`config.mk`:
```
export PLATFORM = sky130hd
export DESIGN_NAME = mips_imem_loader
export DESIGN_NICKNAME = d
export VERILOG_FILES = /design/src/rtl/mips_pkg.sv /design/src/rtl/mips_imem_loader.sv
export SDC_FILE = /design/constraint.sdc
export NUM_CORES = 1
export LEC_CHECK = 0
export ABC_CLOCK_PERIOD_IN_PS = 4990
export BUFFER_PORTS_ARGS = -buffer_cell sky130_fd_sc_hd__buf_2
export CAP_MARGIN = 20
export CORE_MARGIN = 4
export CORE_UTILIZATION = 40
export DETAILED_ROUTE_END_ITERATION = 10
export GPL_TIMING_DRIVEN = 0
export SLEW_MARGIN = 10
export SYNTH_ARGS = -nofsm -noshare
export SYNTH_HDL_FRONTEND = slang
export SYNTH_SLANG_ARGS = --single-unit
```
`constraint.sdc`:
```
create_clock -name clk1 -period 4.99 [get_ports clk1]
set_input_delay 0.7485 -clock clk1 [delete_from_list [all_inputs] [get_ports clk1]]
set_output_delay 0.7485 -clock clk1 [all_outputs]
set_load 0.01 [all_outputs]
```
`src/rtl/mips_pkg.sv`:
```
// Shared MIPS32 definitions: word width, default instruction-memory geometry
// and the boot loader state encoding.
package mips_pkg;

   localparam int WORD_W      = 32;
   localparam int IMEM_ADDR_W = 10;
   localparam int IMEM_DEPTH  = 1024;

   typedef enum logic [2:0] {
      ST_IDLE  = 3'd0,
      ST_LOAD  = 3'd1,
      ST_CHECK = 3'd2,
      ST_RUN   = 3'd3,
      ST_ERROR = 3'd4
   } loader_state_t;

endpackage

```
`src/rtl/mips_imem_loader.sv`:
```
// Boot loader: streams program words into instruction memory from address 0,
// verifies a trailing 32-bit sum checksum, then releases the core.
//
// Handshake: a beat transfers on a rising clk1 edge where in_valid && in_ready;
// in_ready is registered and high only in LOAD, in_data/in_last must be stable
// while in_valid is high, and in_valid may drop between beats at any time.
module mips_imem_loader
   import mips_pkg::*;
#(
   parameter int ADDR_W = IMEM_ADDR_W,
   parameter int DEPTH  = IMEM_DEPTH
) (
   input  logic                clk1,
   input  logic                rst_n,
   input  logic                start,
   input  logic                in_valid,
   output logic                in_ready,
   input  logic [WORD_W-1:0]   in_data,
   input  logic                in_last,
   output logic                mem_wr_en,
   output logic [ADDR_W-1:0]   mem_wr_addr,
   output logic [WORD_W-1:0]   mem_wr_data,
   output logic                core_run,
   output logic                done,
   output logic                error,
   output logic [ADDR_W:0]     word_count,
   output loader_state_t       dbg_state
);

   localparam logic [ADDR_W:0] DEPTH_C = (ADDR_W+1)'(DEPTH);
   localparam logic [ADDR_W:0] ONE_C   = {{ADDR_W{1'b0}}, 1'b1};

   loader_state_t       state_q;
   logic                in_ready_q;
   logic                mem_wr_en_q;
   logic [ADDR_W-1:0]   mem_wr_addr_q;
   logic [WORD_W-1:0]   mem_wr_data_q;
   logic                core_run_q;
   logic                done_q;
   logic                error_q;
   logic [ADDR_W:0]     word_count_q;
   logic [WORD_W-1:0]   sum_q;
   logic [WORD_W-1:0]   chk_q;

   logic                accept_d;
   logic                room_d;
   logic [WORD_W-1:0]   sum_d;
   logic [ADDR_W:0]     word_count_d;

   always_comb begin
      accept_d     = in_valid && in_ready_q;
      room_d       = (word_count_q < DEPTH_C);
      sum_d        = sum_q + in_data;
      word_count_d = word_count_q + ONE_C;
   end

   always_ff @(posedge clk1 or negedge rst_n) begin
      if (!rst_n) begin
         state_q       <= ST_IDLE;
         in_ready_q    <= 1'b0;
         mem_wr_en_q   <= 1'b0;
         mem_wr_addr_q <= '0;
         mem_wr_data_q <= '0;
         core_run_q    <= 1'b0;
         done_q        <= 1'b0;
         error_q       <= 1'b0;
         word_count_q  <= '0;
         sum_q         <= '0;
         chk_q         <= '0;
      end else begin
         mem_wr_en_q <= 1'b0;
         case (state_q)
            ST_IDLE, ST_RUN, ST_ERROR: begin
               if (start) begin
                  state_q       <= ST_LOAD;
                  in_ready_q    <= 1'b1;
                  mem_wr_addr_q <= '0;
                  word_count_q  <= '0;
                  sum_q         <= '0;
                  core_run_q    <= 1'b0;
                  done_q        <= 1'b0;
                  error_q       <= 1'b0;
               end else if (state_q == ST_RUN) begin
                  // Flags follow the state by one edge, so a good load
                  // releases the core two edges after the checksum beat.
                  core_run_q <= 1'b1;
                  done_q     <= 1'b1;
               end else if (state_q == ST_ERROR) begin
                  error_q <= 1'b1;
               end
            end
            ST_LOAD: begin
               if (accept_d) begin
                  if (in_last) begin
                     chk_q      <= in_data;
                     in_ready_q <= 1'b0;
                     state_q    <= ST_CHECK;
                  end else if (room_d) begin
                     mem_wr_en_q   <= 1'b1;
                     mem_wr_addr_q <= word_count_q[ADDR_W-1:0];
                     mem_wr_data_q <= in_data;
                     sum_q         <= sum_d;
                     word_count_q  <= word_count_d;
                  end else begin
                     // Overflow is flagged on the accepting edge itself.
                     in_ready_q <= 1'b0;
                     error_q    <= 1'b1;
                     state_q    <= ST_ERROR;
                  end
               end
            end
            ST_CHECK: begin
               state_q <= (sum_q == chk_q) ? ST_RUN : ST_ERROR;
            end
            default: begin
               state_q    <= ST_IDLE;
               in_ready_q <= 1'b0;
            end
         endcase
      end
   end

   assign in_ready    = in_ready_q;
   assign mem_wr_en   = mem_wr_en_q;
   assign mem_wr_addr = mem_wr_addr_q;
   assign mem_wr_data = mem_wr_data_q;
   assign core_run    = core_run_q;
   assign done        = done_q;
   assign error       = error_q;
   assign word_count  = word_count_q;
   assign dbg_state   = state_q;

endmodule
```
==> run_results.csv <==
group,metric,value,unit
power_and_ir_drop,p_per_area,624,nW/um2
setup_path,rrSetupSlack,2.08,ns
global_route,grt_usage,19.4,%
power_and_ir_drop,vdd_ir_drop_max,0.303,mV
cts,cts_tree,"yes",
cts,cts_made_buffers,17,
yosys,synth_edf_count,0,
placed_design,dp_hpwl,13.5,mm
global_route,antenna_found_initial,0,
cts,cts_root_buffer,"clkbuf_16",
hold_path,hold_path_class,"in -> async",
global_route,grt_pass1_vias,5574,
timing,max_freq,332,MHz
layout,syn2layout_area_growth,20.8,%
cts,cts-hold-fix-buffers,0,
cts,clockBufferDepth,2,
placed_design,post-place-cells,1042,
placed_design,gp_congestion,0.962,
yosys,syn_area_per_cell,9.45,um2
setup_path,path_max_fanout,3,
layout,final.fill_count,1595,
layout,antenna_cells,0,
routing,vias,5685,
floorplan,core,16700,um2
global_route,gr-total-overflow,0,
power_and_ir_drop,finalPower,5.16,mW
setup_path,path_class,"in -> reg",
floorplan,rows,47,
timing,maxSlewViolCount,0,
cts,clock-sinks,124,
timing,finalCritPeriodShare,60.4,%
setup_path,rr_worst_depth,11,
floorplan,dieArea,19300,um2
setup_path,cp-start-kind,"primary input",
routing,drtIter0Drc,418,
cts,htree_levels,4,
yosys,yosysWarnings,0,
timing,holdWs,0.225,ns
cts,insertion_delay,0.43,ns
timing,timing.slew.headroom,49.9,%
floorplan,pin_count,98,
floorplan,die_h,139,um
power_and_ir_drop,power.switching,1.99,mW
routing,wl_per_cell,16.9,um
timing,rsz0062_at_grt,"false",
yosys,syn_area,6850,um2
cts,post_cts_buffers,0,
yosys,async_reset_ff_share,100,%
placed_design,io_buffers,97,
floorplan,start_util,41.0,%
layout,fin_nets,911,
cts,ctsResizeCount,0,
timing,hold_violations,0,
routing,drc,0,
status,outcome,"finished clean",
yosys,ys_types,57,
power_and_ir_drop,pwr-share-comb,42.1,%
routing,wl,18.2,mm
yosys,ys_seq_elements,124,
layout,finalNonFillerCells,1074,
yosys,yosysSeqAreaShare,45.3,%
global_route,grt_pass1_wl,30.0,mm
routing,avgViaCountPerCell,5.29,
power_and_ir_drop,internal_power,3.16,mW
routing,postRouteAntennaNets,0,
power_and_ir_drop,cellLeakagePower,4.22,nW
routing,dr.pass1.iters,5,
yosys,synth_nets,794,
timing,min_period,3.02,ns
cts,path_clk_slew,0.06,ns
power_and_ir_drop,p_seq_share,32.4,%
power_and_ir_drop,clockPowerShare,25.6,%
yosys,synth_ff_type,"dfrtp_1",
timing,setup_tns,0,ns
setup_path,end_kind,"flip-flop",
layout,drive_gt1_share,21.1,%
setup_path,crit_required,5.28,ns
setup_path,timing.rr.start,"sum_q[0]",
timing,fin_skew,0.00894,ns
setup_path,rr_endpoint,"sum_q[30]",
timing,tightest_slew,0.751,ns
floorplan,die_w,139,um
setup_path,arrival,3.30,ns
yosys,syn_inst,724,
global_route,grt_max_degree,88,
power_and_ir_drop,p_sw_share,38.6,%
timing,setup_violations,0,
flow_run,max_cap_viol_count,0,
[cells in the final DEF (no fill, tap or decap), types with 5 or more instances in the layout]
cell / instances
dfrtp_1: 124
buf_2: 108
a21oi_1: 36
o21a_1: 5
a22o_1: 13
nand4_1: 6
xor2_1: 43
nand2b_1: 7
nand3_1: 8
a21o_1: 13
mux2_2: 31
ha_1: 32
clkbuf_16: 17
inv_1: 17
nor4_1: 10
nor2_1: 32
a31oi_1: 6
o31ai_1: 5
clkbuf_1: 18
and3_1: 8
o21ai_0: 50
nand2_1: 164
xnor2_1: 14
o21bai_1: 5
o21ai_1: 7
[cell type report]
cell class | instances | area [um2] | area share (%)
Buffer | 29 | 128 | 1.54
Clock inverter | 10 | 164 | 1.98
Inverter | 17 | 63.8 | 0.772
Tap cell | 220 | 275 | 3.33
Multi-Input combinational cell | 554 | 3550 | 42.9
Clock buffer | 22 | 464 | 5.61
Sequential cell | 124 | 3100 | 37.5
Timing Repair Buffer | 98 | 519 | 6.28
[worst max path at each step]
stage | end | start
after floorplan | sum_q[30] | in_data[0]
after global placement | mem_wr_data[25] | rst_n
after detailed placement | sum_q[30] | in_data[0]
after CTS | sum_q[30] | in_data[0]
after global routing | sum_q[26] | in_data[0]
final | sum_q[30] | in_data[0]
[sequential cells by signal (all words and copies together), names as in the netlist]
signal,count
chk_q,32
mem_wr_data,32
sum_q,32
word_count,11
mem_wr_addr,10
dbg_state,3
done,1
error,1
in_ready,1
mem_wr_en,1
[power groups by stage]
stage	registers, mW	logic (mW)	clock network [mW]
after detailed placement	1.68	2.16	0
after CTS	1.67	2.18	1.34
final	1.67	2.17	1.32
after floorplan	1.71	1.47	0
after global routing	1.73	2.42	1.39
after global placement	1.68	2.15	0
[logic make-up (layout without fill, tap and decap cells)]
family	count (synthesis)	after routing	synth area share (%)
and+or+nand+nor	252	252	15.8
AOI/OAI and AO/OA	177	177	17.0
DFF	124	124	45.3
xor gates and xnor gates	57	57	7.29
buffers and inverters	46	176	2.80
muxes	35	35	5.68
adders and majority gates	33	33	6.14
[synth_stat cells, types with 2 or more instances]
| cell | number | share of area, % |
|---|---|---|
| a21boi_0 | 2 | 0.22 |
| a32o_1 | 3 | 0.44 |
| xor2_1 | 43 | 5.5 |
| and3_1 | 8 | 0.73 |
| a22o_1 | 13 | 1.7 |
| a31oi_1 | 6 | 0.55 |
| a21o_1 | 13 | 1.4 |
| dfrtp_1 | 124 | 45 |
| o31ai_1 | 5 | 0.55 |
| nor4_1 | 10 | 0.91 |
| a211oi_1 | 4 | 0.44 |
| o21ai_0 | 50 | 3.7 |
| nor2_1 | 32 | 1.8 |
| xnor2_1 | 14 | 1.8 |
| o21a_1 | 5 | 0.55 |
| nand3_1 | 8 | 0.58 |
| o21ai_1 | 7 | 0.51 |
| inv_1 | 17 | 0.93 |
| a41oi_1 | 2 | 0.26 |
| and4_1 | 3 | 0.38 |
| and2_1 | 4 | 0.37 |
| mux2_2 | 31 | 5.1 |
| ha_1 | 32 | 5.8 |
| nand2_1 | 164 | 9.0 |
| buf_2 | 12 | 0.88 |
| o211ai_1 | 3 | 0.33 |
| a221o_1 | 3 | 0.44 |
| o22ai_1 | 4 | 0.37 |
| a21oi_1 | 36 | 2.6 |
| o21bai_1 | 5 | 0.55 |
| nor3_1 | 4 | 0.29 |
| a211oi_2 | 2 | 0.37 |
| mux2i_1 | 4 | 0.58 |
| nand2b_1 | 7 | 0.64 |
| clkbuf_1 | 15 | 0.82 |
| a21oi_2 | 3 | 0.38 |
| nand4_1 | 6 | 0.55 |
[per-layer routing]
metal	vias up	routed length, um	share of wire [%]	GRT usage (%)
met1	2728	8890	49	27.5
met5	-	0	0	0
met3	23	913	5.0	4.31
met2	151	8050	44	29.8
met4	0	316	1.7	6.28
li1	2783	-	-	-
[critical path: stages]
cell	delay (ns)
buf_2	0.15
ha_1	0.26
inv_1	0.08
fa_1	0.37
nand2b_1	0.23
a21oi_1	0.29
o31ai_1	0.17
a41oi_2	0.35
o21bai_1	0.19
a211oi_2	0.24
xnor2_1	0.14
o21ai_1	0.09
[metrics by stage]
step | setup slack [ns] | util, % | area [um2]
6_report | 1.97 | 49.5 | 8270
5_1_grt | 1.84 | 49.5 | 8270
4_1_cts | 2.03 | 49.5 | 8270
3_5_place_dp | 1.60 | 45.7 | 7640
3_3_place_gp | 1.40 | 45.5 | 7610
2_1_floorplan | 2.30 | - | 6850
Power figures use the tool's default switching activity.
